--- config.mk ---
export PLATFORM = sky130hd
export DESIGN_NAME = mdu_iter
export DESIGN_NICKNAME = d
export VERILOG_FILES = /design/src/rtl/mdu_iter.sv
export SDC_FILE = /design/constraint.sdc
export NUM_CORES = 1
export LEC_CHECK = 0
export CORE_ASPECT_RATIO = 1.2
export CORE_MARGIN = 4
export CORE_UTILIZATION = 60
export CTS_CLUSTER_SIZE = 28
export DETAILED_ROUTE_END_ITERATION = 10
export GPL_TIMING_DRIVEN = 1
export PLACE_DENSITY = 0.87
export SLEW_MARGIN = 10
export SYNTH_ARGS = -nofsm -noshare
export SYNTH_HDL_FRONTEND = slang
export SYNTH_SLANG_ARGS = --single-unit
--- constraint.sdc ---
create_clock -name clk -period 6.45 [get_ports clk]
set_clock_uncertainty 0.05 [all_clocks]
set_input_delay 0.9675 -clock clk [delete_from_list [all_inputs] [get_ports clk]]
set_output_delay 0.9675 -clock clk [all_outputs]
set_load 0.01 [all_outputs]
--- src/rtl/mdu_iter.sv ---
// Iterative MIPS multiply/divide unit owning HI/LO; define MDU_FAST_MUL_EN for a single-cycle multiplier.
// 33 cycles start-to-result (32 iterations + FIX); stallreq holds off D-stage HI/LO users while busy.
module mdu_iter #(
  parameter int WIDTH = 32
) (
  input  logic             clk,
  input  logic             reset,
  input  logic             startE,
  input  logic [1:0]       opE,
  input  logic [WIDTH-1:0] srcaE,
  input  logic [WIDTH-1:0] srcbE,
  input  logic             hiloD,
  input  logic             hiwriteW,
  input  logic             lowriteW,
  input  logic [WIDTH-1:0] wdataW,
  output logic [WIDTH-1:0] hi,
  output logic [WIDTH-1:0] lo,
  output logic             busy,
  output logic             stallreq
);

  typedef enum logic [1:0] {
    S_IDLE = 2'd0,
    S_MUL  = 2'd1,
    S_DIV  = 2'd2,
    S_FIX  = 2'd3
  } state_t;

  localparam logic [5:0] LAST_ITER = 6'(WIDTH - 1);

  state_t             state_q, state_d;
  logic [5:0]         cnt_q, cnt_d;
  logic [2*WIDTH-1:0] acc_q, acc_d;
  logic [WIDTH:0]     rem_q, rem_d;
  logic [WIDTH-1:0]   opnd_q, opnd_d;
  logic               neg_lo_q, neg_lo_d;
  logic               neg_hi_q, neg_hi_d;
  logic               is_div_q, is_div_d;
  logic               dz_q, dz_d;
  logic [WIDTH-1:0]   hi_q, hi_d;
  logic [WIDTH-1:0]   lo_q, lo_d;
  logic               busy_q;

  logic               sa, sb;
  logic [WIDTH-1:0]   mag_a, mag_b;
  logic [WIDTH:0]     mul_sum;
  logic [WIDTH:0]     div_shift;
  logic [WIDTH:0]     div_trial;
  logic [2*WIDTH-1:0] prod_fix;
  logic [WIDTH-1:0]   quo_fix, rem_fix;
  logic               unused_rem_msb;

  // Signs only matter for MULT/DIV (opE[0] == 0).
  assign sa    = ~opE[0] & srcaE[WIDTH-1];
  assign sb    = ~opE[0] & srcbE[WIDTH-1];
  assign mag_a = sa ? -srcaE : srcaE;
  assign mag_b = sb ? -srcbE : srcbE;

  assign mul_sum = acc_q[0] ? ({1'b0, acc_q[2*WIDTH-1:WIDTH]} + {1'b0, opnd_q})
                            : {1'b0, acc_q[2*WIDTH-1:WIDTH]};

  // Partial remainder is always below the divisor, so the shifted value fits in WIDTH+1 bits.
  assign div_shift = {rem_q[WIDTH-1:0], acc_q[WIDTH-1]};
  assign div_trial = div_shift - {1'b0, opnd_q};

  assign prod_fix = neg_lo_q ? -acc_q : acc_q;
  assign quo_fix  = dz_q ? {WIDTH{1'b1}} : (neg_lo_q ? -acc_q[WIDTH-1:0] : acc_q[WIDTH-1:0]);
  assign rem_fix  = neg_hi_q ? -rem_q[WIDTH-1:0] : rem_q[WIDTH-1:0];

  assign unused_rem_msb = rem_q[WIDTH];

`ifdef MDU_FAST_MUL_EN
  logic [2*WIDTH-1:0] fast_a, fast_b, fast_prod;
  assign fast_a    = {{WIDTH{sa}}, srcaE};
  assign fast_b    = {{WIDTH{sb}}, srcbE};
  assign fast_prod = fast_a * fast_b;
`endif

  always_comb begin
    state_d  = state_q;
    cnt_d    = cnt_q;
    acc_d    = acc_q;
    rem_d    = rem_q;
    opnd_d   = opnd_q;
    neg_lo_d = neg_lo_q;
    neg_hi_d = neg_hi_q;
    is_div_d = is_div_q;
    dz_d     = dz_q;
    hi_d     = hiwriteW ? wdataW : hi_q;
    lo_d     = lowriteW ? wdataW : lo_q;

    case (state_q)
      S_IDLE: begin
        if (startE) begin
          cnt_d = '0;
          rem_d = '0;
          if (opE[1]) begin
            acc_d    = {{WIDTH{1'b0}}, mag_a};
            opnd_d   = mag_b;
            neg_lo_d = sa ^ sb;
            neg_hi_d = sa;
            is_div_d = 1'b1;
            dz_d     = (srcbE == '0);
            state_d  = S_DIV;
          end else begin
`ifdef MDU_FAST_MUL_EN
            hi_d = fast_prod[2*WIDTH-1:WIDTH];
            lo_d = fast_prod[WIDTH-1:0];
`else
            acc_d    = {{WIDTH{1'b0}}, mag_b};
            opnd_d   = mag_a;
            neg_lo_d = sa ^ sb;
            neg_hi_d = sa ^ sb;
            is_div_d = 1'b0;
            dz_d     = 1'b0;
            state_d  = S_MUL;
`endif
          end
        end
      end
      S_MUL: begin
        acc_d = {mul_sum, acc_q[WIDTH-1:1]};
        cnt_d = cnt_q + 6'd1;
        if (cnt_q == LAST_ITER) state_d = S_FIX;
      end
      S_DIV: begin
        // Restoring step: keep the trial difference only when it did not borrow.
        if (!div_trial[WIDTH]) begin
          rem_d               = div_trial;
          acc_d[WIDTH-1:0]    = {acc_q[WIDTH-2:0], 1'b1};
        end else begin
          rem_d               = div_shift;
          acc_d[WIDTH-1:0]    = {acc_q[WIDTH-2:0], 1'b0};
        end
        cnt_d = cnt_q + 6'd1;
        if (cnt_q == LAST_ITER) state_d = S_FIX;
      end
      S_FIX: begin
        if (is_div_q) begin
          hi_d = rem_fix;
          lo_d = quo_fix;
        end else begin
          hi_d = prod_fix[2*WIDTH-1:WIDTH];
          lo_d = prod_fix[WIDTH-1:0];
        end
        state_d = S_IDLE;
      end
      default: state_d = S_IDLE;
    endcase
  end

  always_ff @(posedge clk) begin
    if (reset) begin
      state_q  <= S_IDLE;
      cnt_q    <= '0;
      acc_q    <= '0;
      rem_q    <= '0;
      opnd_q   <= '0;
      neg_lo_q <= 1'b0;
      neg_hi_q <= 1'b0;
      is_div_q <= 1'b0;
      dz_q     <= 1'b0;
      hi_q     <= '0;
      lo_q     <= '0;
      busy_q   <= 1'b0;
    end else begin
      state_q  <= state_d;
      cnt_q    <= cnt_d;
      acc_q    <= acc_d;
      rem_q    <= rem_d;
      opnd_q   <= opnd_d;
      neg_lo_q <= neg_lo_d;
      neg_hi_q <= neg_hi_d;
      is_div_q <= is_div_d;
      dz_q     <= dz_d;
      hi_q     <= hi_d;
      lo_q     <= lo_d;
      busy_q   <= (state_d != S_IDLE);
    end
  end

  assign hi       = hi_q;
  assign lo       = lo_q;
  assign busy     = busy_q;
  assign stallreq = busy_q & hiloD;

endmodule

Yosys cells after proc, flatten, opt, wreduce, memory -nomap -nowiden
Index checks and enable logic that the tools add are counted.
Word-level totals
  logic and storage cells: 77
  latch bits: 0
  ROM bits: 0
  bits of input ports: 104
  RAM bits: 0
  output and inout port bits: 66
  flip-flop bits (word level): 205
  memories: 0
Cells by class
  $add $sub $neg: 8
  mux-type cells: 31
  multipliers: 0
  reduce and logical (&&, ||, !) cells: 15
  shift operators: 0
  order comparisons: 0
  divide/modulo/power cells: 0
  bitwise operators: 5
  eq/ne operators: 5
Operator list (number)
  32-bit 2-to-1 mux: 15
  64-bit 2-to-1 mux: 2
  32-bit negator: 4
  32-bit one-hot mux with 2 select lines: 2
  32-bit one-hot mux with 3 select lines: 1
  64-bit negator: 1
  32-bit by 32-bit adder with 33-bit output: 1
  33-bit 2-to-1 mux: 1
  33-bit by 32-bit subtractor with 33-bit output: 1
  32-bit zero test: 1
  6-bit one-hot mux with 2 select lines: 1
  2-bit nonzero test: 6
  2-bit AND reduction: 5
  6-bit by 1-bit adder with 6-bit output, second input constant: 1
  6-bit by 5-bit == test with 1-bit output, second input constant: 1
  2-bit 2-to-1 mux: 3
  6-bit 2-to-1 mux: 1
  2-bit one-hot mux with 3 select lines: 1
  2-bit == test, second input constant: 2
  1-bit 2-to-1 mux: 4
  1-bit AND: 3
  3-bit nonzero test: 1
  2-bit by 1-bit == test with 1-bit output, second input constant: 1
  2-bit zero test: 1
  4 further kinds: 4

Longest topological paths before layout
  word-level depth: 6
  depth in mapped cells: 13
  depth with buffers taken out: 12

Worst setup path before layout
No wires, ideal clock.
  path type: input -> register
  start point: in srcbE[12]
  end point: reg acc_q[30]
  stages on the path: 9
  data required time: 6.268 ns
  buffers on the path: 0
  slack: 3.054 ns
  arrival time: 3.214 ns
  setup time: 0.132 ns
  cell sequence: or4_1 > or4_1 > nor3_2 > nand2_1 > o31ai_1 > xor2_1 > o22ai_1 > a211oi_1 > nor3_1
On the way
  word-level cells in the longest chain between the ends: 5
RTL lines
  start: declaration: RTL line 11  | input logic [WIDTH-1:0] srcbE,
  32-bit negator: RTL line 57  | assign mag_b = sb ? -srcbE : srcbE;
  32-bit 2-to-1 mux: RTL line 57
  32-bit 2-to-1 mux: RTL line 97  | if (opE[1]) begin
  64-bit 2-to-1 mux: RTL line 94  | if (startE) begin
  32-bit one-hot mux with 3 select lines: RTL line 92  | case (state_q)
  end signal: assignment: RTL line 156  | acc_q <= '0;
  end signal: assignment: RTL line 169  | acc_q <= acc_d;
  end: declaration: RTL line 33  | logic [2*WIDTH-1:0] acc_q, acc_d;
Every way passes these cells. The select of a mux whose other input is x is not followed.
A chain may end at the register's enable or synchronous reset.

Worst setup path after layout
  start point: reg acc_q[31]
  end point: reg rem_q[2]
On the way
  word-level cells in the longest chain between the ends: 3
RTL lines
  33-bit by 32-bit subtractor with 33-bit output: RTL line 64  | assign div_trial = div_shift - {1'b0, opnd_q};
  32-bit 2-to-1 mux: RTL line 128  | if (!div_trial[WIDTH]) begin
  32-bit one-hot mux with 2 select lines: RTL line 92
  end signal: assignment: RTL line 170  | rem_q <= rem_d;
  end: declaration: RTL line 34  | logic [WIDTH:0] rem_q, rem_d;
Every way passes these cells.

==> run summary <==
## Logic synthesis
- dfxtp_1 — cell accounting for the most synthesized area
- dfxtp_1 (25%), a211oi_1 (6.9%), ha_1 (5.6%) — main area contributors after synthesis
- 0.0164 mm² — summed instance area of the synthesized netlist
- 2,339 — post-synthesis net count
- 0 — number of flops mapped to enable cells by yosys
- dfxtp_1 (205), nor2_1 (202), nand2_1 (201) — list of most frequent post-synthesis cells
- dfxtp_1 — most common cell in the synthesized netlist
- 7.59 µm² — average footprint of a synthesized cell
- 2,160 — synthesized instance count
- 0 — share of synthesized registers carrying an async set or reset
- dfxtp_1 — ys flop type
- 0.250 — share of Yosys cell area claimed by the top area cell type
- 84 — number of distinct library cells after synthesis
- 0 — count of yosys warnings during synthesis
- 205 — number of register bits inferred by synthesis
- 0.250 — register area share after synthesis

## Route
- 59,900 µm — post-detailed-routing wire length
- 0 — post-route antenna net violation count
- 6.69 — drt via density
- 23.2 µm — detailed-route wire length per cell
- 17.3k — via total after detailed routing
- 6 — iteration count of the initial detailed-routing pass
- 1,683 — DR iter-0 viols
- 0 — count of unresolved DRC violations after routing

## Global routing
- 0 — overall overflow remaining after global route
- 0.381 — overall track demand over capacity in global routing
- 92,700 µm — global-route wire length before repair
- 1 — number of antenna violations at the first check in global routing
- 96 — pin count of the biggest net entering global routing
- 16.5k — number of global-route vias before repair

## Timing
- 0 ns — Post-Route Setup TNS
- 4.20 ns — post-layout min period
- 1.19 ns — worst slew pin tran
- 0.449 ns — worst hold margin
- 0 — max-slew violation count
- 238 MHz — maximum clock frequency
- 0.651 — final clock period utilization by the worst path
- 0.200 — max-slew headroom at the worst pin
- 0 — Final setup violation count
- no — setup repair after global routing missed its margin
- 0 — Final Hold Fails

## Critical path
- register — endpoint type of the worst setup path
- compound AO/OA/AOI/OAI gates — gate family responsible for the most delay along the worst path
- 1 — Bufs and invs on worst path
- inv_1, ha_1, fa_1, nand2b_1, a211o_1, a21oi_1, o211a_1, or3_1, nand3_2, o311ai_0 — worst-path cell chain
- nand3_2 — library cell contributing the largest single delay on the critical path
- 2.25 ns — r2r setup slk
- 4.54 ns — critical path data arrival time
- register to register — Setup CP Type
- register — crit start category
- 6.80 ns — required time of the critical path
- 41 — largest fanout of any net on the critical path
- 0.86 ns — CP peak stage delay

## Cells and area
- 2,282 — fillers
- 2,584 — Final Non-Filler Cells
- 15.8% — area growth from synthesis to layout
- 0.0190 mm² — final cell area excluding filler cells
- 0.0491 — layout cells sized above 1
- 2,404 — nets@finish

## Floorplan
- 0.0270 mm² — core region area
- 159 µm — die width
- 0.0300 mm² — die area
- 0.607 — initial standard-cell utilization of the core
- 170 — Boundary Pins
- 66 — number of placement rows
- 189 µm — Die H

## Pwr
- 0.364 — portion of total power attributed to sequential cells
- 0.264 — Comb pwr share
- 0.00133 W — switching pwr
- 0.372 — share of power burned in the clock network
- 137 µV — peak supply drop
- 0.00268 W — internal power summed over all cells
- 211 mW/mm² — areal power density over the cells
- 7.32 nW — leakage power figure
- 0.332 — switching portion of total power

## Clocking
- 0 — number of gates resized after CTS
- 24 — clock buffer count from CTS
- 0.06 ns — Clk pin slew, worst setup/hold paths
- 205 — Clock Sinks
- done — CTS tree
- 0 — post-cts hold buffer count
- 3 — maximum number of buffers from clock root to sink
- clkbuf_16 — root buffer cell
- 0.53 ns — clock insertion delay at the later pin of the skew report
- 1 — total number of H-tree levels
- 0 — post-CTS repair timing setup buffer count

## Outcome
- complete, no violations — result of the run

## Placement
- 169 — PortBufs
- 0.0181 mm² — placement-stage cell area
- 2,539 — Cell Count Post-Placement
- 1.06 — routability congestion estimate from global placement
- 45,700 µm — Post-DP HPWL

## Min path
- register to register — path category of the worst min-delay check

## Flow run
- 0 — MaxCap Viol Count

[worst register-to-register path, cell delays in order (launching register included)]
cell and delay (ns):
dfxtp_1 0.48, inv_1 0.12, ha_1 0.25, fa_1 0.40, nand2b_1 0.21, a211o_1 0.32
a21oi_1 0.29, o211a_1 0.28, or3_1 0.14, nand3_2 0.86, o311ai_0 0.70
[registers in the layout (all words and copies together), names as in the netlist]
signal and cells:
lo 32, cnt_q 6, is_div_q 1, neg_lo_q 1, state_q 2, rem_q 32
opnd_q 32, busy 1, dz_q 1, hi 32, acc_q 64, neg_hi_q 1
[layer usage]
layer / wire length (µm) / global-route usage / vias to the layer above
li1: - / - / 8070
met1: 22300 / 0.439 / 8126
met2: 28400 / 0.658 / 880
met3: 4380 / 0.0605 / 219
met4: 4690 / 0.249 / 0
met5: 0 / 0 / -
[cells by family after synthesis]
kind of cell,Yosys count,synth area share
flops,205,0.250
xor+xnor,203,0.108
fa+ha+maj,75,0.0581
buf+inv,219,0.0507
simple gates,684,0.202
compound gates,717,0.295
mux,57,0.0352
[cell usage in the layout, fill, tap and decap left out, drive strengths merged, types with 13 or more instances in the layout]
| cell type | instances |
|---|---|
| nand4 | 13 |
| o41ai | 19 |
| or4 | 31 |
| o21ai | 125 |
| a21o | 26 |
| buf | 26 |
| clkbuf | 30 |
| a22o | 16 |
| a22oi | 24 |
| xor2 | 102 |
| xnor2 | 101 |
| mux2i | 52 |
| ha | 73 |
| o211ai | 32 |
| o22ai | 14 |
| nand2 | 201 |
| nor2 | 204 |
| and2 | 14 |
| a211oi | 150 |
| nor4 | 16 |
| inv | 66 |
| o21a | 14 |
| o31ai | 34 |
| nand2b | 21 |
| nor2b | 67 |
| dfxtp | 205 |
| clkdlybuf4s50 | 165 |
| nor3 | 50 |
| a21oi | 161 |
| nand3 | 22 |
| or3 | 18 |
[layout make-up]
| class | count | area (µm²) | share of cell area |
|---|---|---|---|
| inverters | 67 | 251 | 0.0132 |
| repair buffers | 191 | 1840 | 0.0969 |
| flip-flops and latches | 205 | 4110 | 0.216 |
| clock inverters | 13 | 173 | 0.00910 |
| clock buffers | 30 | 684 | 0.0361 |
| well taps | 340 | 425 | 0.0224 |
| diodes | 2 | 5.00 | 0.000264 |
| multi-input cells | 1736 | 11500 | 0.606 |
[metrics by stage]
step	total power (W)	setup WS (ns)	utilization
finish	0.00400	2.25	0.703
floorplan	0.00211	3.05	-
CTS	0.00398	2.34	0.703
detailed placement	0.00250	2.15	0.671
global route	0.00415	1.86	0.703
global placement	0.00249	2.18	0.671
[path summary, 6_finish.rpt]
check | end | cells after the start | start
hold / removal | opnd_q[6] | 2 | opnd_q[6]
hold reg to reg | opnd_q[6] | 2 | opnd_q[6]
setup / recovery | rem_q[2] | 10 | acc_q[31]
setup reg to reg | rem_q[2] | 10 | acc_q[31]
[power groups by stage]
stage          registers [W]  clock network [W]  logic, W
2_1_floorplan        0.00143                  0  0.000683
3_3_place_gp         0.00147                  0   0.00101
3_5_place_dp         0.00148                  0   0.00103
4_1_cts              0.00145            0.00149   0.00104
5_1_grt              0.00146            0.00154   0.00114
6_report             0.00146            0.00149   0.00106
No activity file was read; power rests on OpenSTA's default activity.
